[config.mk]
export PLATFORM = sky130hd
export DESIGN_NAME = xpyxmy_acc_flat
export DESIGN_NICKNAME = d
export VERILOG_FILES = /design/src/rtl/xpyxmy_acc_if.sv /design/src/rtl/xpyxmy_acc.sv /design/src/flat_wrapper.sv
export SDC_FILE = /design/constraint.sdc
export NUM_CORES = 1
export LEC_CHECK = 0
export BUFFER_PORTS_ARGS = -buffer_cell sky130_fd_sc_hd__buf_2
export CAP_MARGIN = 20
export CELL_PAD_IN_SITES_DETAIL_PLACEMENT = 1
export CELL_PAD_IN_SITES_GLOBAL_PLACEMENT = 1
export CORE_MARGIN = 1.5
export CORE_UTILIZATION = 39
export DETAILED_ROUTE_END_ITERATION = 6
export PLACE_DENSITY_LB_ADDON = 0.1
export SETUP_SLACK_MARGIN = 0.1
export SYNTH_ARGS = -nofsm -noshare
export SYNTH_HDL_FRONTEND = slang
export SYNTH_SLANG_ARGS = --single-unit
[constraint.sdc]
create_clock -name clk -period 2.5 [get_ports clk]
set_input_delay 0.125 -clock clk [delete_from_list [all_inputs] [get_ports clk]]
set_output_delay 0.125 -clock clk [all_outputs]
set_load 0.03 [all_outputs]
[src/rtl/xpyxmy_acc_if.sv]
// Bus between the (X+Y)(X-Y) product stage and the block accumulator:
// product samples in, block statistics out.
interface xpyxmy_acc_if #(
    parameter int W  = 32,
    parameter int SW = W + 8
);
    // in_valid qualifies D for exactly the cycle it is high; there is no
    // backpressure, so every valid sample is taken on that rising edge.
    // out_valid is a one-cycle pulse marking sum/maxv/minv/cnt as final.
    logic                 in_valid;
    logic signed [W-1:0]  D;
    logic        [7:0]    N;
    logic                 clr;
    logic                 busy;
    logic                 out_valid;
    logic signed [SW-1:0] sum;
    logic signed [W-1:0]  maxv;
    logic signed [W-1:0]  minv;
    logic        [8:0]    cnt;

    modport master (
        output in_valid, D, N, clr,
        input  busy, out_valid, sum, maxv, minv, cnt
    );

    modport slave (
        input  in_valid, D, N, clr,
        output busy, out_valid, sum, maxv, minv, cnt
    );
endinterface

[src/rtl/xpyxmy_acc.sv]
// Block accumulator: sums N signed products and tracks their max, min and
// count, pulsing out_valid once per completed block.
module xpyxmy_acc #(
    parameter int W  = 32,
    parameter int SW = W + 8
) (
    input  logic         clk,
    input  logic         rst_n,
    xpyxmy_acc_if.slave  bus,
    output logic [1:0]   dbg_state
);
    typedef enum logic [1:0] {
        IDLE = 2'd0,
        ACC  = 2'd1,
        DONE = 2'd2
    } state_t;

    state_t      state;
    logic [8:0]  nq;
    logic [8:0]  n_eff;
    logic [8:0]  cnt_inc;
    logic signed [SW-1:0] d_ext;

    // A block length of 0 encodes the full 256-sample block.
    assign n_eff     = (bus.N == 8'd0) ? 9'd256 : {1'b0, bus.N};
    assign cnt_inc   = bus.cnt + 9'd1;
    assign d_ext     = {{(SW-W){bus.D[W-1]}}, bus.D};
    assign dbg_state = state;

    always_ff @(posedge clk or negedge rst_n) begin
        if (!rst_n) begin
            state         <= IDLE;
            nq            <= 9'd256;
            bus.sum       <= '0;
            bus.maxv      <= '0;
            bus.minv      <= '0;
            bus.cnt       <= '0;
            bus.out_valid <= 1'b0;
            bus.busy      <= 1'b0;
        end else if (bus.clr) begin
            state         <= IDLE;
            bus.sum       <= '0;
            bus.maxv      <= '0;
            bus.minv      <= '0;
            bus.cnt       <= '0;
            bus.out_valid <= 1'b0;
            bus.busy      <= 1'b0;
        end else begin
            case (state)
                IDLE, DONE: begin
                    // A sample landing in DONE opens the next block directly.
                    if (bus.in_valid) begin
                        nq       <= n_eff;
                        bus.sum  <= d_ext;
                        bus.maxv <= bus.D;
                        bus.minv <= bus.D;
                        bus.cnt  <= 9'd1;
                        if (n_eff == 9'd1) begin
                            state         <= DONE;
                            bus.out_valid <= 1'b1;
                            bus.busy      <= 1'b0;
                        end else begin
                            state         <= ACC;
                            bus.out_valid <= 1'b0;
                            bus.busy      <= 1'b1;
                        end
                    end else begin
                        state         <= IDLE;
                        bus.out_valid <= 1'b0;
                        bus.busy      <= 1'b0;
                    end
                end
                ACC: begin
                    if (bus.in_valid) begin
                        bus.sum <= bus.sum + d_ext;
                        bus.cnt <= cnt_inc;
                        if (bus.D > bus.maxv) bus.maxv <= bus.D;
                        if (bus.D < bus.minv) bus.minv <= bus.D;
                        if (cnt_inc == nq) begin
                            state         <= DONE;
                            bus.out_valid <= 1'b1;
                            bus.busy      <= 1'b0;
                        end
                    end
                end
                default: begin
                    state         <= IDLE;
                    bus.out_valid <= 1'b0;
                    bus.busy      <= 1'b0;
                end
            endcase
        end
    end
endmodule

[src/flat_wrapper.sv]
// flat-port wrapper written by rule: the top's interface ports become plain ports
module xpyxmy_acc_flat 
#(
    parameter int W  = 32,
    parameter int SW = W + 8
)
  (clk, rst_n, dbg_state, bus_in_valid, bus_D, bus_N, bus_clr, bus_busy, bus_out_valid, bus_sum, bus_maxv, bus_minv, bus_cnt);
  xpyxmy_acc_if #(.W(W), .SW(SW)) bus_i ();
  input  logic clk;
  input  logic rst_n;
  output logic [1:0] dbg_state;
  input wire logic [$bits(bus_i.in_valid)-1:0] bus_in_valid;
  input wire logic [$bits(bus_i.D)-1:0] bus_D;
  input wire logic [$bits(bus_i.N)-1:0] bus_N;
  input wire logic [$bits(bus_i.clr)-1:0] bus_clr;
  output wire logic [$bits(bus_i.busy)-1:0] bus_busy;
  output wire logic [$bits(bus_i.out_valid)-1:0] bus_out_valid;
  output wire logic [$bits(bus_i.sum)-1:0] bus_sum;
  output wire logic [$bits(bus_i.maxv)-1:0] bus_maxv;
  output wire logic [$bits(bus_i.minv)-1:0] bus_minv;
  output wire logic [$bits(bus_i.cnt)-1:0] bus_cnt;
  assign bus_i.in_valid = bus_in_valid;
  assign bus_i.D = bus_D;
  assign bus_i.N = bus_N;
  assign bus_i.clr = bus_clr;
  assign bus_busy = bus_i.busy;
  assign bus_out_valid = bus_i.out_valid;
  assign bus_sum = bus_i.sum;
  assign bus_maxv = bus_i.maxv;
  assign bus_minv = bus_i.minv;
  assign bus_cnt = bus_i.cnt;
  xpyxmy_acc #(.W(W), .SW(SW)) u_core (.clk(clk), .rst_n(rst_n), .bus(bus_i), .dbg_state(dbg_state));
endmodule
==> reports/results.tsv <==
metric	value	unit
H-tree depth	4	
worst-path cell chain	inv_1 -> ha_1 -> a21oi_1 -> nor2b_1 -> o21ai_0 -> nand2b_1 -> a221o_1 -> a21oi_2 -> mux2i_4 -> o22ai_4 -> buf_12 -> clkbuf_16 -> a22o_1	
maximum fanout along the worst path	9	
I/O Buffers	160	
r2r setup slk	-0.64	ns
antenna violations before repair	0	
VDD IR-drop max	362	uV
Final Critical Period	3.14	ns
Die H	154	um
WP data required	2.80	ns
Netlist cell types	68	
post-route ant nets	0	
CTS Buffer Depth	2	
Clk Latency, worst-skew pair	0.43	ns
row count	55	
synthesized area	8940	sq um
Root Driver	clkbuf_16	
register area share after synthesis	34.7	%
Slew Viols, Final	0	
via/cell ratio	5.69	
clock sink total	124	
fin nets	1541	
CP Capture Type	register	
post-route setup slack	-0.640	ns
largest net degree at the start of global routing	63	
DIE AREA	23800	sq um
EDFF count, synth	0	
syn_nets	1134	
max_cap viols	0	
dpl hpwl	25200	um
total power	0.00887	W
crit path launch type	register	
Core ar.	22600	sq um
Fill cells	2600	
CTS tree	built	
vias in the first global route	10300	
worst r2r src	u_core.bus.maxv[13]	
syn_area_per_cell	9.07	sq um
WL per Instance	22.1	um
Initial DRC Count	629	
final period utilization	126	%
slowest stage delay, CP	0.36	ns
# diodes	0	
Slowest-stage cell, CP	dfrtp_1	
failing checks	negative setup slack	
global-route wire length before repair	57300	um
Tightest Hold Check Type	input pin to register	
Initial DRT Pass Iterations	4	
# DRC	0	
Layout area overhead	54.2	%
worst min-delay path startpoint	bus_D[2]	
Cell Pwr Density	643	nW/um^2
FF-to-FF End	u_core.bus.maxv[10]	
Pleak	6.88	nW
gpl congestion	0.866	
skew final	0.0161	ns
Initial Util	39.6	%
hold-critical path endpoint	u_core.bus.maxv[2]	
measured slew at the worst slew-check pin	0.798	ns
Rel. slew slack	46.8	%
Finished Core Util	61.1	%
chip width	154	um
CTS buffer count	17	
layout cells sized above 1	46.4	%
crit-path leading delay family	compound AO/OA/AOI/OAI gates	
Final Setup Violations	89	
global route overflow	0	
Placement Setup Slack	-0.439	ns
Reg clk slew, reported paths	0.06	ns
kind of critical path	register to register	
RSZ-0062 raised after global routing	true	
Primary FF master, synth	dfrtp_1	
cell depth of the worst hold path	2	
FFs w/ async S/R, synth	100	%
Final Hold Vio Count	0	
cell count after synthesis	986	
worst path arrival time	3.44	ns
flops & latches, synth	124	
Total GRT Usage	31.1	%
reg2reg path depth	13	
CP bufs+invs	3	
routed via count	9616	
outcome	finished, violations left	
YS warnings	0	
Fmax	318	MHz
I/O Pins	161	
Detailed Route WL	37400	um
==> flip-flops by register name (all words and copies together), names as in the netlist <==
| register | cells |
|---|---|
| u_core.bus.sum | 40 |
| u_core.bus.maxv | 32 |
| u_core.bus.minv | 32 |
| u_core.bus.cnt | 9 |
| u_core.nq | 9 |
| u_core.bus.out_valid | 1 |
| u_core.dbg_state | 1 |
==> kinds of logic (layout without fill, tap and decap cells) <==
group                      count (synthesis)  in the layout  share of synthesized area, %
AOI/OAI and AO/OA                        330            330                          24.7
and+or+nand+nor                          223            223                          12.1
buffers and inverters                    130            550                          5.75
DFF                                      124            124                          34.7
adders and majority gates                104            104                          14.6
xor gates and xnor gates                  48             48                          4.70
muxes                                     27             27                          3.36
==> timing repair <==
action / 4_1_cts / 5_1_grt
hold buffers: 11 / 0
pin swaps: 83 / 57
buffers inserted: 23 / 12
gates resized for setup: 104 / 53
endpoints found under the hold margin: 42 / 0
endpoints found under the setup margin: 92 / 96
cloned: 4 / 1
==> cell usage in the layout (no fill, tap or decap), types with 17 or more instances in the layout <==
master	synthesis	final
a21oi_1	84	56
ha_1	103	83
ha_4	0	17
a21o_1	48	48
inv_1	78	74
xor2_1	28	23
a22o_1	54	54
o21ai_0	66	35
nand2_1	80	75
o21ai_1	7	27
mux2_2	18	18
nor2_1	46	37
dfrtp_1	123	84
buf_6	0	18
buf_4	4	235
dfrtp_2	0	39
buf_2	9	159
a21oi_2	1	21
nand4_1	24	24
clkbuf_16	0	18
==> cell type report <==
type	instances	area, sq um	share of cell area [%]
inverters	79	297	2.15
well taps	285	357	2.59
clock inverters	12	160	1.16
flip-flops and latches	124	3150	22.9
repair buffers	439	3210	23.3
clock buffers	20	457	3.31
multi-input cells	732	6150	44.6
==> worst max path at each step <==
stage          cells after the start                   to           startpoint  slack (ns)
3_5_place_dp                      13  u_core.bus.minv[29]  u_core.bus.minv[29]       -0.44
6_report                          13  u_core.bus.maxv[10]  u_core.bus.maxv[13]       -0.64
3_3_place_gp                      13  u_core.bus.minv[29]  u_core.bus.minv[29]       -0.35
5_1_grt                           13  u_core.bus.maxv[10]  u_core.bus.maxv[13]       -0.73
4_1_cts                           13  u_core.bus.maxv[28]   u_core.bus.maxv[5]       -0.38
2_1_floorplan                     12  u_core.bus.maxv[18]   u_core.bus.maxv[5]       -0.16
==> power by group <==
group | total (W) | internal, W | switching, W
Combinational | 0.00381 | 0.00168 | 0.00214
Sequential | 0.00239 | 0.00222 | 0.000164
Clock | 0.00267 | 0.00163 | 0.00103
Total | 0.00887 | 0.00553 | 0.00333
==> synthesized netlist by cell type, drive strengths merged (6+ instances only) <==
cell type,n,area share [%]
dfrtp,123,34
ha,103,14
a21oi,85,4.8
nand2,80,3.4
inv,79,3.3
o21ai,74,4.2
a22o,54,5.3
a21o,48,4.0
nor2,46,1.9
clkbuf,36,1.5
xor2,28,2.7
mux2,24,3.0
nand4,24,1.7
xnor2,20,2.0
nor2b,17,1.2
buf,15,0.92
nand3,12,0.67
nor3,11,0.74
a31oi,9,0.63
and3,9,0.63
nand2b,9,0.63
o221ai,7,0.69
o21a,6,0.50
==> stage by stage <==
stage / hold WS, ns / instance area, sq um / cells / TNS (ns)
after floorplan: -0.171 / 9340 / 986 / -3.79
after global placement: 0.134 / 12100 / 1613 / -20.84
after detailed placement: 0.140 / 12100 / 1613 / -25.06
after CTS: 0.0272 / 13500 / 1683 / -20.35
after global routing: 0.0526 / 13800 / 1691 / -45.86
final: 0.0488 / 13800 / 1691 / -34.32
==> layer usage <==
| metal | share of wire (%) | vias up | track usage, % |
|---|---|---|---|
| li1 | - | 4393 | - |
| met1 | 42 | 4872 | 38.1 |
| met2 | 51 | 270 | 55.9 |
| met3 | 3.5 | 81 | 4.43 |
| met4 | 3.4 | 0 | 10.6 |
| met5 | 0 | - | 0 |
Power figures use the tool's default switching activity.
